### config.mk
export PLATFORM = sky130hd
export DESIGN_NAME = store_align_unit
export DESIGN_NICKNAME = d
export VERILOG_FILES = /design/src/rtl/store_align_unit.sv
export SDC_FILE = /design/constraint.sdc
export NUM_CORES = 1
export LEC_CHECK = 0
export CAP_MARGIN = 10
export CORE_ASPECT_RATIO = 0.7
export CORE_UTILIZATION = 53
export CTS_CLUSTER_SIZE = 10
export DETAILED_ROUTE_END_ITERATION = 10
export PLACE_DENSITY = 0.79
export SYNTH_ARGS = -nofsm -noshare
export SYNTH_HDL_FRONTEND = slang
export SYNTH_SLANG_ARGS = --single-unit
### constraint.sdc
create_clock -name clk -period 3.5 [get_ports clk]
set_clock_uncertainty 0.05 [all_clocks]
set_input_delay 0.7 -clock clk [delete_from_list [all_inputs] [get_ports clk]]
set_output_delay 0.7 -clock clk [all_outputs]
set_load 0.02 [all_outputs]
### src/rtl/store_align_unit.sv
// store_align_unit
// Places 1/2/4-byte right-justified stores onto an NB-lane memory bus.
// A store that crosses an NB boundary is either split into two beats
// or rejected, depending on ALLOW_MISALIGN.
//
// state | meaning
// IDLE  | waiting for a request; req_ready high
// BEAT0 | first (or only) bus beat presented, held until mem_ready
// BEAT1 | second beat of a boundary-crossing store
// FIN   | one-cycle done pulse (with err_misalign if rejected), then IDLE
module store_align_unit #(
  parameter int DATA_W         = 32,
  parameter int ALLOW_MISALIGN = 1
) (
  input  logic                clk,
  input  logic                rst,
  input  logic                req_valid,
  output logic                req_ready,
  input  logic [1:0]          store_type,
  input  logic [31:0]         addr,
  input  logic [31:0]         wdata,
  output logic                mem_valid,
  input  logic                mem_ready,
  output logic [31:0]         mem_addr,
  output logic [DATA_W/8-1:0] mem_be,
  output logic [DATA_W-1:0]   mem_wdata,
  output logic                done,
  output logic                err_misalign,
  output logic                busy
);
  localparam int NB     = DATA_W / 8;
  localparam int OFFW   = $clog2(NB);
  localparam bit REJECT = (ALLOW_MISALIGN == 0);

  typedef enum logic [1:0] {IDLE, BEAT0, BEAT1, FIN} state_t;

  state_t            state_q;
  logic [OFFW-1:0]   off_q;
  logic [2:0]        sz_q;
  logic [31:0]       wdata_q;
  logic [31:0]       base_q;
  logic              cross_q;

  logic              valid_q;
  logic [31:0]       maddr_q;
  logic [NB-1:0]     be_q;
  logic [DATA_W-1:0] wd_q;
  logic              done_q;
  logic              err_q;

  logic [OFFW-1:0]   off_in;
  logic [2:0]        sz_in;
  logic              cross_in;
  logic [31:0]       base_in;

  function automatic logic [2:0] size_of(input logic [1:0] t);
    case (t)
      2'b01:   return 3'd1;
      2'b10:   return 3'd2;
      2'b11:   return 3'd4;
      default: return 3'd0;
    endcase
  endfunction

  // Lanes covered by the part of the store that lands in the first beat.
  function automatic logic [NB-1:0] be_lo(input logic [OFFW-1:0] o, input logic [2:0] s);
    logic [15:0] m;
    m = ((16'd1 << s) - 16'd1) << o;
    return m[NB-1:0];
  endfunction

  // Lanes covered by the spill-over into the next NB-aligned beat.
  function automatic logic [NB-1:0] be_hi(input logic [OFFW-1:0] o, input logic [2:0] s);
    logic [15:0] m;
    logic [4:0]  sh;
    sh = 5'(NB) - 5'(o);
    m  = ((16'd1 << s) - 16'd1) >> sh;
    return m[NB-1:0];
  endfunction

  function automatic logic [DATA_W-1:0] wd_lo(input logic [31:0] d, input logic [OFFW-1:0] o);
    logic [DATA_W+31:0] w;
    logic [6:0]         sh;
    sh = 7'(8 * int'(o));
    w  = {{DATA_W{1'b0}}, d} << sh;
    return w[DATA_W-1:0];
  endfunction

  function automatic logic [DATA_W-1:0] wd_hi(input logic [31:0] d, input logic [OFFW-1:0] o);
    logic [31:0] w;
    logic [6:0]  sh;
    sh = 7'(8 * (NB - int'(o)));
    w  = d >> sh;
    return DATA_W'(w);
  endfunction

  // Decode of the request as presented; only used on the acceptance edge.
  always_comb begin
    off_in   = addr[OFFW-1:0];
    sz_in    = size_of(store_type);
    cross_in = (5'(off_in) + 5'(sz_in)) > 5'(NB);
    base_in  = {addr[31:OFFW], {OFFW{1'b0}}};
  end

  // Sequencer: captures the request and builds each beat's payload one edge
  // ahead so the bus outputs come straight from registers.
  always_ff @(posedge clk) begin
    if (rst) begin
      state_q <= IDLE;
      off_q   <= '0;
      sz_q    <= '0;
      wdata_q <= '0;
      base_q  <= '0;
      cross_q <= 1'b0;
      valid_q <= 1'b0;
      maddr_q <= '0;
      be_q    <= '0;
      wd_q    <= '0;
      done_q  <= 1'b0;
      err_q   <= 1'b0;
    end else begin
      done_q <= 1'b0;
      err_q  <= 1'b0;
      case (state_q)
        IDLE: begin
          if (req_valid) begin
            off_q   <= off_in;
            sz_q    <= sz_in;
            wdata_q <= wdata;
            base_q  <= base_in;
            cross_q <= cross_in;
            if (sz_in == 3'd0) begin
              state_q <= FIN;
              done_q  <= 1'b1;
            end else if (cross_in && REJECT) begin
              state_q <= FIN;
              done_q  <= 1'b1;
              err_q   <= 1'b1;
            end else begin
              state_q <= BEAT0;
              valid_q <= 1'b1;
              maddr_q <= base_in;
              be_q    <= be_lo(off_in, sz_in);
              wd_q    <= wd_lo(wdata, off_in);
            end
          end
        end
        BEAT0: begin
          if (mem_ready) begin
            if (cross_q) begin
              state_q <= BEAT1;
              maddr_q <= base_q + 32'(NB);
              be_q    <= be_hi(off_q, sz_q);
              wd_q    <= wd_hi(wdata_q, off_q);
            end else begin
              state_q <= FIN;
              valid_q <= 1'b0;
              be_q    <= '0;
              wd_q    <= '0;
              done_q  <= 1'b1;
            end
          end
        end
        BEAT1: begin
          if (mem_ready) begin
            state_q <= FIN;
            valid_q <= 1'b0;
            be_q    <= '0;
            wd_q    <= '0;
            done_q  <= 1'b1;
          end
        end
        FIN: begin
          state_q <= IDLE;
        end
        default: begin
          state_q <= IDLE;
        end
      endcase
    end
  end

  // Reset masks every output immediately, including the cycle rst is first seen.
  assign req_ready    = (state_q == IDLE) && !rst;
  assign busy         = (state_q != IDLE) && !rst;
  assign mem_valid    = valid_q && !rst;
  assign mem_addr     = rst ? '0 : maddr_q;
  assign mem_be       = rst ? '0 : be_q;
  assign mem_wdata    = rst ? '0 : wd_q;
  assign done         = done_q && !rst;
  assign err_misalign = err_q && !rst;

endmodule

==> metrics <==
Filler Cell Count=1,190; Setup CP Type=reg2out; CTS Sinks=138; crit share post-route=85.9%; synthesis-stage register bit count=138; PwrDens=828 nW/µm²; Post-Syn Area per Cell=7.66 µm²; post-CTS setup buffer count=0; Final Max Slew Viols=0; CP peak stage delay=0.60 ns; Post-DP HPWL=16.8 mm; Worst EP required=2.75 ns; asr flop ratio synth=0%; Max-slew headroom=44.4%; core area=14,200 µm²; Final Instance Count excl. Fillers=1,320; drt total wl=24.4 mm; first-pass GRT wire length=38.0 mm; vias in the first global route=6,952; Seq pwr share=29.3%; R2R setup slack=0.57 ns; antenna-violating nets left=0; post-synth design cell area=7850 µm²; row count=36; Static Leak=0.00358 µW; # hold bufs at CTS=0; average wire per standard cell=18.5 µm; clk_lat worst skew=0.43 ns; Fin. Hold Viols=0; Hold Path Class=reg2reg; Ant. Diodes=0; crit end category=output pin; net load switching power=3440 µW; post-synthesis cell type count=60; Max Fclk=333 MHz; reg2reg start=off_q[0]$_SDFFE_PP0P_; Tot GR Track Use=31.8%; RSZ-0062 raised after global routing=no; setup violators final=0; number of synthesized flops with an enable pin=0; Peak VDD IR=0.517 mV; Initial DRC Count=945; slowest CP cell=clkdlybuf4s50_1; Worst setup SP type=flop; Synth Flop Type=dfxtp_1; Vias=7,924; DP Cell Count=1,287; sw frac=41.6%; Arrival @ worst endpoint=2.26 ns; Clock transition at path regs=0.06 ns; antenna violations before repair=1; 1st-pass router iterations=8; Final Net Count=1,197; Num CTS Buffers=17; Root Driver=clkbuf_16; commonest non-fill, non-tap cell in the layout=nand2_1; commonest cells after routing, fill and taps aside=182 x nand2_1, 138 x dfxtp_1, 138 x clkdlybuf4s50_1, 100 x a21oi_1, 90 x nor2b_1; residual DRC count=0; power share of the clock group=23.8%; status=complete, no violations; hold slack=0.399 ns; post-CTS resize count=0; start point of the critical path=state_q[0]$_SDFFE_PP0P_; P_int=4840 µW; Synth Warn #=0; initial core utilization=55.3%; die area=15,300 µm²; final setup TNS=0 ns; worst reg-to-reg path cell count=7; Cells after Synth=1,025; capture point of the worst path=req_ready; register area share after synthesis=35.2%; share of cells above drive strength 1=7.26%; Reg-to-Reg End=wd_q[31]$_SDFFE_PP0P_; Worst-Margin Slew=0.827 ns; worst-path maximum fanout=14; Die W=147 µm; I/O Buffers=139; CTS max path bufs=2; global route overflow=0; CP Cell Sequence=inv_1 > ha_1 > nor2b_1 > clkdlybuf4s50_1; combinational power share=46.9%; largest net degree at the start of global routing=64; Tmin final=3.01 ns; Die Y=104 µm; H-tree levels=4; CTS tree=yes; gp weighted congestion=0.968; MaxCap Viol Count=0; I/O pin count=143; Syn-to-layout area delta=27.5%; vias per cell=6.00
## worst max-delay path: cells and delay by family, from the launching register on
| family | cells | cell delay [ns] |
|---|---|---|
| buf+inv | 2 | 0.71 |
| fa+ha+maj | 1 | 0.55 |
| simple gates | 1 | 0.20 |
| flops | 1 | 0.36 |
## flip-flops by register name, summed over array words and instances (netlist names), 2 cells and up
signal / flops
maddr_q: 30
off_q: 2
be_q: 4
base_q: 30
state_q: 2
wd_q: 32
sz_q: 3
wdata_q: 32
## layout make-up
cell class | instances | area, µm² | area share, %
Multi-Input combinational cell | 778 | 4660 | 46.5
Tap cell | 190 | 238 | 2.38
Timing Repair Buffer | 163 | 1640 | 16.3
Inverter | 19 | 71.3 | 0.713
Clock inverter | 12 | 188 | 1.88
Sequential cell | 138 | 2760 | 27.6
Clock buffer | 20 | 457 | 4.56
## cell usage after synthesis (19+ instances only)
master	count	area (µm²)
xnor2_1	21	184
nor3_1	19	95.1
nor2_1	71	267
nand2_1	183	687
o21ai_0	30	150
dfxtp_1	138	2760
mux2i_1	26	260
inv_1	19	71.3
nor2b_1	90	563
a21oi_1	100	500
a211oi_1	35	263
clkbuf_1	69	259
## power by group through the flow
stage | clock network (µW) | logic, µW | registers [µW]
detailed placement | 0 | 3770 | 2430
CTS | 1980 | 3810 | 2410
global route | 2060 | 4170 | 2480
finish | 1970 | 3880 | 2430
floorplan | 0 | 2530 | 2310
global placement | 0 | 3680 | 2420
## cell families (layout without fill, tap and decap cells)
| logic type | after synthesis | after routing | share of synthesized area, % |
|---|---|---|---|
| adders and majority gates | 10 | 10 | 1.69 |
| AOI/OAI and AO/OA | 268 | 268 | 22.3 |
| and+or+nand+nor | 433 | 433 | 27.2 |
| DFF | 138 | 138 | 35.2 |
| other | 1 | 3 | 0.0478 |
| xor gates and xnor gates | 29 | 29 | 3.24 |
| muxes | 35 | 35 | 4.61 |
| buffers and inverters | 111 | 214 | 5.71 |
## stage by stage
step | utilization, % | setup WS (ns) | total power (µW) | cell area (µm²)
after floorplan | - | 0.665 | 4840 | 7860
after global placement | 65.9 | 0.575 | 6100 | 9360
after detailed placement | 65.9 | 0.543 | 6200 | 9360
after CTS | 70.5 | 0.489 | 8190 | 10000
after global routing | 70.5 | 0.412 | 8710 | 10000
final | 70.5 | 0.493 | 8280 | 10000
## metal layers
metal / share of wire, % / up-vias / global-route usage, %
met5: 0.053 / - / 0
met4: 1.2 / 2 / 8.25
met3: 13 / 31 / 10.0
met2: 39 / 463 / 41.3
met1: 47 / 3647 / 48.9
li1: - / 3781 / -
## worst min-delay path by stage
stage / startpoint / endpoint / slack (ns) / cells after the start
2_1_floorplan: maddr_q[4]$_SDFFE_PP0P_ / maddr_q[4]$_SDFFE_PP0P_ / 0.38 / 2
3_3_place_gp: wdata_q[7]$_SDFFE_PP0P_ / wdata_q[7]$_SDFFE_PP0P_ / 0.39 / 2
3_5_place_dp: wdata_q[6]$_SDFFE_PP0P_ / wdata_q[6]$_SDFFE_PP0P_ / 0.39 / 2
4_1_cts: wdata_q[6]$_SDFFE_PP0P_ / wdata_q[6]$_SDFFE_PP0P_ / 0.40 / 2
5_1_grt: wdata_q[7]$_SDFFE_PP0P_ / wdata_q[7]$_SDFFE_PP0P_ / 0.42 / 2
6_report: wdata_q[0]$_SDFFE_PP0P_ / wdata_q[0]$_SDFFE_PP0P_ / 0.40 / 2
(Power assumes the default switching activity.)
